[src/rtl/memory_access_if.sv]
// Data-memory request/acknowledge bus between the MA stage (master) and data memory (slave).
interface memory_access_if;
    logic        dmem_req;
    logic        dmem_we;
    logic [29:0] dmem_adr;
    logic [3:0]  dmem_be;
    logic [31:0] dmem_wdata;
    logic        dmem_ack;
    logic [31:0] dmem_rdata;

    modport master (
        output dmem_req, dmem_we, dmem_adr, dmem_be, dmem_wdata,
        input  dmem_ack, dmem_rdata
    );

    modport slave (
        input  dmem_req, dmem_we, dmem_adr, dmem_be, dmem_wdata,
        output dmem_ack, dmem_rdata
    );
endinterface

[src/rtl/memory_access.sv]
// RV32I memory-access stage: runs data-memory transactions with lane steering and load
// extension, registers the write-back result, and reports misaligned/illegal/timeout faults.
module memory_access #(
    parameter int unsigned TMO_CYCLES = 255
) (
    input  logic                   clk,
    input  logic                   rst,
    input  logic                   cmd_ld_ma,
    input  logic                   cmd_st_ma,
    input  logic                   wbk_rd_reg_ma,
    input  logic [4:0]             rd_adr_ma,
    input  logic [31:0]            rd_data_ma,
    input  logic [31:0]            st_data_ma,
    input  logic [2:0]             ldst_code_ma,
    output logic                   stall_ma,
    memory_access_if.master        dmem,
    output logic                   wbk_rd_reg_wb,
    output logic [4:0]             rd_adr_wb,
    output logic [31:0]            rd_data_wb,
    output logic                   ma_excep,
    output logic [3:0]             ma_excep_code,
    output logic [31:0]            ma_excep_adr
);

    localparam int unsigned CntW = (TMO_CYCLES > 1) ? $clog2(TMO_CYCLES) : 1;
    localparam logic [CntW-1:0] TmoLast = CntW'((TMO_CYCLES == 0) ? 0 : TMO_CYCLES - 1);

    typedef enum logic [0:0] {StIdle, StWait} state_e;

    state_e          state_q, state_d;
    logic [CntW-1:0] cnt_q, cnt_d;
    logic            req_q, req_d;
    logic            we_q, we_d;
    logic [29:0]     adr_q, adr_d;
    logic [3:0]      be_q, be_d;
    logic [31:0]     wdata_q, wdata_d;
    logic            wb_vld_q, wb_vld_d;
    logic [4:0]      wb_adr_q, wb_adr_d;
    logic [31:0]     wb_data_q, wb_data_d;
    logic            excep_q, excep_d;
    logic [3:0]      excep_code_q, excep_code_d;
    logic [31:0]     excep_adr_q, excep_adr_d;

    logic        is_mem, is_st, illegal, misalign, timeout, wb_vld_ma;
    logic [1:0]  lane;
    logic [3:0]  be_calc;
    logic [31:0] wdata_calc;
    logic [31:0] ld_ext;
    logic [7:0]  ld_byte;
    logic [15:0] ld_half;

    // Both ld and st set is handled as a store.
    always_comb begin
        is_st     = cmd_st_ma;
        is_mem    = cmd_ld_ma | cmd_st_ma;
        lane      = rd_data_ma[1:0];
        wb_vld_ma = wbk_rd_reg_ma & (rd_adr_ma != 5'd0);
        if (is_st) begin
            illegal = ldst_code_ma[2] | (ldst_code_ma[1:0] == 2'b11);
        end else begin
            illegal = (ldst_code_ma[1:0] == 2'b11) | (ldst_code_ma[2:1] == 2'b11);
        end
        misalign = ~illegal & (((ldst_code_ma[1:0] == 2'b10) & (lane != 2'b00)) |
                               ((ldst_code_ma[1:0] == 2'b01) & lane[0]));
        timeout  = (TMO_CYCLES != 0) && (cnt_q == TmoLast);
    end

    always_comb begin
        be_calc    = 4'b1111;
        wdata_calc = st_data_ma;
        unique case (ldst_code_ma[1:0])
            2'b00: begin
                be_calc    = 4'b0001 << lane;
                wdata_calc = {4{st_data_ma[7:0]}};
            end
            2'b01: begin
                be_calc    = lane[1] ? 4'b1100 : 4'b0011;
                wdata_calc = {2{st_data_ma[15:0]}};
            end
            default: ;
        endcase
    end

    // Upstream holds the MA inputs during the wait, so the live offset/funct3 are still valid.
    always_comb begin
        ld_byte = dmem.dmem_rdata[8*lane +: 8];
        ld_half = lane[1] ? dmem.dmem_rdata[31:16] : dmem.dmem_rdata[15:0];
        case (ldst_code_ma)
            3'b000:  ld_ext = {{24{ld_byte[7]}}, ld_byte};
            3'b100:  ld_ext = {24'd0, ld_byte};
            3'b001:  ld_ext = {{16{ld_half[15]}}, ld_half};
            3'b101:  ld_ext = {16'd0, ld_half};
            default: ld_ext = dmem.dmem_rdata;
        endcase
    end

    always_comb begin
        state_d      = state_q;
        cnt_d        = cnt_q;
        req_d        = req_q;
        we_d         = we_q;
        adr_d        = adr_q;
        be_d         = be_q;
        wdata_d      = wdata_q;
        wb_vld_d     = 1'b0;
        wb_adr_d     = wb_adr_q;
        wb_data_d    = wb_data_q;
        excep_d      = 1'b0;
        excep_code_d = excep_code_q;
        excep_adr_d  = excep_adr_q;
        stall_ma     = 1'b0;
        unique case (state_q)
            StIdle: begin
                if (is_mem) begin
                    if (illegal | misalign) begin
                        excep_d      = 1'b1;
                        excep_code_d = is_st ? (illegal ? 4'd7 : 4'd6) : (illegal ? 4'd5 : 4'd4);
                        excep_adr_d  = rd_data_ma;
                    end else begin
                        stall_ma = 1'b1;
                        state_d  = StWait;
                        cnt_d    = '0;
                        req_d    = 1'b1;
                        we_d     = is_st;
                        adr_d    = rd_data_ma[31:2];
                        be_d     = be_calc;
                        wdata_d  = is_st ? wdata_calc : 32'd0;
                    end
                end else begin
                    wb_vld_d  = wb_vld_ma;
                    wb_adr_d  = rd_adr_ma;
                    wb_data_d = rd_data_ma;
                end
            end
            StWait: begin
                if (dmem.dmem_ack) begin
                    req_d   = 1'b0;
                    state_d = StIdle;
                    if (!we_q) begin
                        wb_vld_d  = wb_vld_ma;
                        wb_adr_d  = rd_adr_ma;
                        wb_data_d = ld_ext;
                    end
                end else if (timeout) begin
                    req_d        = 1'b0;
                    state_d      = StIdle;
                    excep_d      = 1'b1;
                    excep_code_d = we_q ? 4'd7 : 4'd5;
                    excep_adr_d  = rd_data_ma;
                end else begin
                    stall_ma = 1'b1;
                    cnt_d    = cnt_q + CntW'(1);
                end
            end
            default: state_d = StIdle;
        endcase
    end

    always_ff @(posedge clk) begin
        if (rst) begin
            state_q      <= StIdle;
            cnt_q        <= '0;
            req_q        <= 1'b0;
            we_q         <= 1'b0;
            adr_q        <= '0;
            be_q         <= '0;
            wdata_q      <= '0;
            wb_vld_q     <= 1'b0;
            wb_adr_q     <= '0;
            wb_data_q    <= '0;
            excep_q      <= 1'b0;
            excep_code_q <= '0;
            excep_adr_q  <= '0;
        end else begin
            state_q      <= state_d;
            cnt_q        <= cnt_d;
            req_q        <= req_d;
            we_q         <= we_d;
            adr_q        <= adr_d;
            be_q         <= be_d;
            wdata_q      <= wdata_d;
            wb_vld_q     <= wb_vld_d;
            wb_adr_q     <= wb_adr_d;
            wb_data_q    <= wb_data_d;
            excep_q      <= excep_d;
            excep_code_q <= excep_code_d;
            excep_adr_q  <= excep_adr_d;
        end
    end

    assign dmem.dmem_req   = req_q;
    assign dmem.dmem_we    = we_q;
    assign dmem.dmem_adr   = adr_q;
    assign dmem.dmem_be    = be_q;
    assign dmem.dmem_wdata = wdata_q;
    assign wbk_rd_reg_wb   = wb_vld_q;
    assign rd_adr_wb       = wb_adr_q;
    assign rd_data_wb      = wb_data_q;
    assign ma_excep        = excep_q;
    assign ma_excep_code   = excep_code_q;
    assign ma_excep_adr    = excep_adr_q;

endmodule
[src/flat_wrapper.sv]
// flat-port wrapper written by rule: the top's interface ports become plain ports
module memory_access_flat 
#(
    parameter int unsigned TMO_CYCLES = 255
)
  (clk, rst, cmd_ld_ma, cmd_st_ma, wbk_rd_reg_ma, rd_adr_ma, rd_data_ma, st_data_ma, ldst_code_ma, stall_ma, wbk_rd_reg_wb, rd_adr_wb, rd_data_wb, ma_excep, ma_excep_code, ma_excep_adr, dmem_dmem_req, dmem_dmem_we, dmem_dmem_adr, dmem_dmem_be, dmem_dmem_wdata, dmem_dmem_ack, dmem_dmem_rdata);
  memory_access_if dmem_i ();
  input  logic clk;
  input  logic rst;
  input  logic cmd_ld_ma;
  input  logic cmd_st_ma;
  input  logic wbk_rd_reg_ma;
  input  logic [4:0] rd_adr_ma;
  input  logic [31:0] rd_data_ma;
  input  logic [31:0] st_data_ma;
  input  logic [2:0] ldst_code_ma;
  output logic stall_ma;
  output logic wbk_rd_reg_wb;
  output logic [4:0] rd_adr_wb;
  output logic [31:0] rd_data_wb;
  output logic ma_excep;
  output logic [3:0] ma_excep_code;
  output logic [31:0] ma_excep_adr;
  output wire logic [$bits(dmem_i.dmem_req)-1:0] dmem_dmem_req;
  output wire logic [$bits(dmem_i.dmem_we)-1:0] dmem_dmem_we;
  output wire logic [$bits(dmem_i.dmem_adr)-1:0] dmem_dmem_adr;
  output wire logic [$bits(dmem_i.dmem_be)-1:0] dmem_dmem_be;
  output wire logic [$bits(dmem_i.dmem_wdata)-1:0] dmem_dmem_wdata;
  input wire logic [$bits(dmem_i.dmem_ack)-1:0] dmem_dmem_ack;
  input wire logic [$bits(dmem_i.dmem_rdata)-1:0] dmem_dmem_rdata;
  assign dmem_dmem_req = dmem_i.dmem_req;
  assign dmem_dmem_we = dmem_i.dmem_we;
  assign dmem_dmem_adr = dmem_i.dmem_adr;
  assign dmem_dmem_be = dmem_i.dmem_be;
  assign dmem_dmem_wdata = dmem_i.dmem_wdata;
  assign dmem_i.dmem_ack = dmem_dmem_ack;
  assign dmem_i.dmem_rdata = dmem_dmem_rdata;
  memory_access #(.TMO_CYCLES(TMO_CYCLES)) u_core (.clk(clk), .rst(rst), .cmd_ld_ma(cmd_ld_ma), .cmd_st_ma(cmd_st_ma), .wbk_rd_reg_ma(wbk_rd_reg_ma), .rd_adr_ma(rd_adr_ma), .rd_data_ma(rd_data_ma), .st_data_ma(st_data_ma), .ldst_code_ma(ldst_code_ma), .stall_ma(stall_ma), .dmem(dmem_i), .wbk_rd_reg_wb(wbk_rd_reg_wb), .rd_adr_wb(rd_adr_wb), .rd_data_wb(rd_data_wb), .ma_excep(ma_excep), .ma_excep_code(ma_excep_code), .ma_excep_adr(ma_excep_adr));
endmodule
[config.mk]
export PLATFORM = sky130hd
export DESIGN_NAME = memory_access_flat
export DESIGN_NICKNAME = d
export VERILOG_FILES = /design/src/rtl/memory_access_if.sv /design/src/rtl/memory_access.sv /design/src/flat_wrapper.sv
export SDC_FILE = /design/constraint.sdc
export NUM_CORES = 1
export LEC_CHECK = 0
export CELL_PAD_IN_SITES_DETAIL_PLACEMENT = 1
export CELL_PAD_IN_SITES_GLOBAL_PLACEMENT = 1
export CORE_MARGIN = 3
export CORE_UTILIZATION = 32
export DETAILED_ROUTE_END_ITERATION = 7
export HOLD_SLACK_MARGIN = 0.03
export PLACE_DENSITY = 0.87
export SKIP_CTS_REPAIR_TIMING = 1
export SYNTH_ARGS = -nofsm -noshare
export SYNTH_HDL_FRONTEND = slang
export SYNTH_SLANG_ARGS = --single-unit
[constraint.sdc]
create_clock -name clk -period 2.2 [get_ports clk]
set_clock_uncertainty 0.05 [all_clocks]
set_input_delay 0.22 -clock clk [delete_from_list [all_inputs] [get_ports clk]]
set_output_delay 0.22 -clock clk [all_outputs]
set_load 0.05 [all_outputs]
; Word level (Yosys, flattened, before mapping)
; Cells that the tools add are included.
; Widths: inputs -> output; s select.
[totals]
regBits = 152
out_inout_bits = 144
[classes]
add_sub_neg = 1
eq_ne = 18
shift = 2
muxes = 53
n_bitwise = 12
n_reduce_logical = 9
[op_table]
columns = operator, count
row1 = $mux 32, 8
row2 = $pmux 32 s2, 3
row3 = $pmux 32 s4, 1
row4 = $mux 8, 4
row5 = $shiftx 32x6->8, 1
row6 = $mux 4, 6
row7 = $mux 1, 18
row8 = $mux 16, 1
row9 = $pmux 4 s2, 2
row10 = $pmux 8 s2, 1
row11 = $mux 5, 3
row12 = $ne 2x2->1 const B, 7
row13 = $pmux 5 s2, 1
row14 = $reduce_and 3->1, 3
row15 = $add 8x1->8 const B, 1
row16 = $eq 8x8->1 const B, 1
row17 = $pmux 1 s2, 4
row18 = $reduce_and 4->1, 2
row19 = $eq 2x2->1 const B, 3
row20 = $eq 3x3->1 const B, 2
row21 = $or 1x1->1, 5
row22 = $reduce_bool 5->1, 1
row23 = $and 1x1->1, 4
row24 = $ne 2x1->1 const B, 2
row25 = 9 further kinds, 11

; Logic depth before layout (Yosys ltp)
[depth]
depth_word = 9
mapped_depth = 7
ltp_nobuf = 6

; Worst setup path after synthesis
; OpenSTA, ideal clock, no wires.
[synth_path]
kind = input to output
start = input port ldst_code_ma[0]
end = output port stall_ma
arrival_ns = 1.684
setup_slack_ns = 0.246
path_stages = 6
n_path_buf = 3
path_cell_list = buf_2 > or4_4 > a21o_1 > buf_2 > clkbuf_1 > nand2_1
[synth_via]
elab_chain_len = 9
word_cells_on_any_way = 15
cone_classes = 3 x eq/ne / 4 x mux / 8 x bitwise
[synth_lines]
columns = item, line
row1 = "start, declared", flat_wrapper.sv:16  ; input logic [2:0] ldst_code_ma;
row2 = $eq 2x2->1, "memory_access.sv:59, memory_access.sv:61"
row3 = $or 1x1->1 (on tied branches), "memory_access.sv:61, memory_access.sv:59"
row4 = $mux 1, memory_access.sv:58  ; if (is_st) begin
row5 = $not 1->1, memory_access.sv:63  ; misalign = ~illegal & (((ldst_code_ma[1:0] == 2'b10) & (lane != 2'b00)) |
row6 = $and 1x1->1, memory_access.sv:63
row7 = $or 1x1->1 *, memory_access.sv:115  ; if (illegal | misalign) begin
row8 = $mux 1 *, memory_access.sv:115
row9 = $mux 1 *, memory_access.sv:114  ; if (is_mem) begin
row10 = $pmux 1 s2 *, memory_access.sv:112  ; unique case (state_q)
row11 = "end, declared", flat_wrapper.sv:17  ; output logic stall_ma;
; Mark *: on every way between the ends. The rest lies on a longest branch, timed or not.

; Worst setup path after layout
[layout_path]
start = input port rd_data_ma[0]
end = output port stall_ma
[layout_via]
elab_chain_len = 8
word_cells_on_any_way = 9
cone_classes = 3 x mux / 5 x bitwise / 1 x reduce/logical
[layout_lines]
columns = item, line
row1 = "start, declared", flat_wrapper.sv:14  ; input logic [31:0] rd_data_ma;
row2 = $reduce_bool 2->1, memory_access.sv:63
row3 = $and 1x1->1, memory_access.sv:63
row4 = $or 1x1->1 *, memory_access.sv:63
row5 = $and 1x1->1 *, memory_access.sv:63
row6 = $or 1x1->1 *, memory_access.sv:115
row7 = $mux 1 *, memory_access.sv:115
row8 = $mux 1 *, memory_access.sv:114
row9 = $pmux 1 s2 *, memory_access.sv:112
; Marked as above.

==> flow_metrics.tcl <==
set metrics [dict create \
    post_route_cells_drive_above_1_share 0.120 \
    required_ns 1.93 \
    die_width_um 154 \
    worstHoldEndpoint "u_core.ma_excep" \
    post-dp-hpwl_um 21000 \
    critPathArrivalTime_ns 1.84 \
    grt_overflow 0 \
    synth_top_cells_by_area "sky130_fd_sc_hd__dfxtp_1 43%, sky130_fd_sc_hd__nand2_1 9.9%, sky130_fd_sc_hd__mux2i_1 6.6%" \
    worst_r2r_path_depth 5 \
    floorplan.io_pins 254 \
    wl_per_cell_um 21.0 \
    post-synth-top-count-cell "sky130_fd_sc_hd__nand2_1" \
    netlist.top_cell.by_area "sky130_fd_sc_hd__dfxtp_1" \
    post_dp_cell_area_mm2 0.0101 \
    cts_max_level 4 \
    clockBufferDepth 2 \
    worst_slack_ns 0.0881 \
    drt_first_iter_violations 377 \
    core_area_mm2 0.0212 \
    globalRouteTotalUtil 0.239 \
    finalInstanceArea_mm2 0.0107 \
    final.hold.worst_slack_ns 0.109 \
    place_congestion 0.812 \
    ys_async_sr_fraction 0 \
    slew_at_the_pin_closest_to_its_max_slew_limit_ns 0.767 \
    antenna_violations_before_repair 3 \
    postRouteAntennaNets 0 \
    portBuffers 252 \
    cts_tree "yes" \
    setup.worst_path.end_class "primary output" \
    timing.max_slew.rel_slack 0.487 \
    placedCellCount 1330 \
    wirelength_um 28600 \
    ys_seq_area_frac 0.434 \
    viasPerCell 5.31 \
    design.die.area_mm2 0.0236 \
    finish.utilization 0.506 \
    finalHoldViolCount 0 \
    number_of_synthesized_flops_with_an_enable_pin 0 \
    vias_in_the_first_global_route 7917 \
    synth_top_flop_cell "sky130_fd_sc_hd__dfxtp_1" \
    clk_latency_ns 0.43 \
    r2r_start "u_core.state_q" \
    timing_worst_setup_path_type "in2out" \
    min-delay-start "rst" \
    yosysWarnings 0 \
    timing.critical_path.from_type "primary input" \
    die_h_um 154 \
    setup_viol 0 \
    synthToLayoutAreaGrowth_pct 54.1 \
    synth.top_cells.by_count "183 x sky130_fd_sc_hd__nand2_1, 151 x sky130_fd_sc_hd__dfxtp_1, 54 x sky130_fd_sc_hd__nor2_1, 49 x sky130_fd_sc_hd__a21oi_1, 46 x sky130_fd_sc_hd__mux2i_1" \
    clock_sinks 151 \
    initial_core_util 0.328 \
    numCtsBuffers 17 \
    crit-reg2reg-capture "u_core.rd_data_wb[19]" \
    clk_transition_reported_paths_ns 0.06 \
    floorplan.rows 53 \
    vdd.ir_drop.worst_mv 0.460 \
    power.static_leakage_nw 4.20 \
    report.final.slew_viol_count 0 \
    postSynthRegisterBits 151 \
    power_per_cell_area_mw_per_mm2 780 \
    vias 7242 \
    run_status "finished, final reports clean" \
    worst-path-max-fanout 7 \
    hold_path_depth 2 \
    final_net_count 1186 \
    yosysUniqueCellTypes 61 \
    finalCriticalPeriod_ns 2.11 \
    post-place-ws_ns -0.0936 \
    synthesis.instances 816 \
    total_power_of_the_final_layout_mw 8.37 \
    syn_nets 928 \
    hold_path.class "in2reg" \
    r2r_slack_ns 0.18 \
    fin_tns_setup_ns 0 \
    layoutNonFillerInstCount 1363 \
    clock.fmax_mhz 474 \
    detail_route.first_pass.iterations 4 \
    mappedNetlistArea_mm2 0.00696 \
    grt_start_max_net_pins 59 \
    fin_crit_sh 0.960 \
    grt_setup_unrepaired "no" \
    cts-root-buf "sky130_fd_sc_hd__clkbuf_16" \
    drc_errors 0 \
    grt_pass1_wl_um 44700 \
    max-cap-violations 0 \
    syn-mean-instance-area_um2 8.53 \
    top_cell_type_s_share_of_synthesized_area 0.434 \
]
[kinds of logic (layout without fill, tap and decap cells)]
kind of cell / count (synthesis) / in the layout / synth area share
AND/OR/NAND/NOR: 309 / 309 / 0.198
multiplexers: 72 / 72 / 0.110
other: 1 / 4 / 0.000538
flip-flops: 151 / 151 / 0.434
buffers and inverters: 82 / 351 / 0.0548
AO/OA/AOI/OAI: 199 / 199 / 0.199
adder cells (fa/ha/maj): 2 / 2 / 0.00359
[layout make-up]
type,instances,area [µm²]
diodes,3,7.51
clock buffers,17,425
clock inverters,13,195
fillers,2463,10500
inverters,13,48.8
multi-input cells,583,3580
flip-flops and latches,151,3020
well taps,275,344
repair buffers,308,3110
[worst max-delay path, cell delays in order]
cell and delay (ns):
sky130_fd_sc_hd__clkdlybuf4s50_1 0.45, sky130_fd_sc_hd__or4_4 0.57, sky130_fd_sc_hd__a21o_2 0.30, sky130_fd_sc_hd__nand2_1 0.15, sky130_fd_sc_hd__buf_12 0.15
[registers in the layout (all words and copies together), names as in the netlist]
name	flops
u_core.dmem.dmem_wdata	32
u_core.ma_excep_adr	32
u_core.rd_data_wb	32
u_core.dmem.dmem_adr	30
u_core.cnt_q	8
u_core.rd_adr_wb	5
u_core.dmem.dmem_be	4
u_core.ma_excep_code	3
u_core.dmem.dmem_req	1
u_core.dmem.dmem_we	1
u_core.ma_excep	1
u_core.state_q	1
u_core.wbk_rd_reg_wb	1
[layout by cell type, fill, tap and decap left out, types with 5 or more instances in the layout]
cell and n:
sky130_fd_sc_hd__and3b_1 8, sky130_fd_sc_hd__a221oi_1 9, sky130_fd_sc_hd__nand2_1 183, sky130_fd_sc_hd__a311oi_1 6, sky130_fd_sc_hd__or3_1 8, sky130_fd_sc_hd__nand3_1 13, sky130_fd_sc_hd__a21oi_1 48, sky130_fd_sc_hd__clkbuf_16 17
sky130_fd_sc_hd__o21a_1 6, sky130_fd_sc_hd__nor2_1 54, sky130_fd_sc_hd__a32oi_1 7, sky130_fd_sc_hd__buf_12 14, sky130_fd_sc_hd__o21ai_0 38, sky130_fd_sc_hd__and3_1 15, sky130_fd_sc_hd__mux2i_1 46, sky130_fd_sc_hd__inv_1 12
sky130_fd_sc_hd__dfxtp_1 150, sky130_fd_sc_hd__o211a_1 5, sky130_fd_sc_hd__clkdlybuf4s50_1 249, sky130_fd_sc_hd__o2bb2ai_1 13, sky130_fd_sc_hd__a22oi_1 33, sky130_fd_sc_hd__mux2_2 25, sky130_fd_sc_hd__buf_4 44, sky130_fd_sc_hd__nor2b_1 9
[power by group]
group | leakage [nW] | switching, mW | internal [mW]
registers | 1.24 | 0.102 | 2.92
logic | 2.67 | 1.34 | 0.841
clock network | 0.304 | 1.26 | 1.91
total | 4.20 | 2.70 | 5.67
[layer usage]
layer,up-vias,part of all wire,wire (µm),track usage
met1,3545,0.41,11600,0.281
met3,69,0.063,1820,0.0625
met2,240,0.49,13900,0.405
li1,3388,-,-,-
met4,0,0.045,1300,0.117
met5,-,0,0,0
[how the worst max path moves through the flow]
stage               startpoint               endpoint  slack (ns)  cells after the start
2_1_floorplan  ldst_code_ma[0]               stall_ma        0.25                      6
3_3_place_gp   ldst_code_ma[0]  u_core.rd_data_wb[22]       -0.05                      6
3_5_place_dp         cmd_st_ma  u_core.rd_data_wb[18]       -0.09                      6
4_1_cts        u_core.cnt_q[0]               stall_ma       -0.13                      6
5_1_grt          rd_data_ma[0]               stall_ma        0.02                      5
6_report         rd_data_ma[0]               stall_ma        0.09                      5
Note: power is estimated with default switching activity, not from simulation.
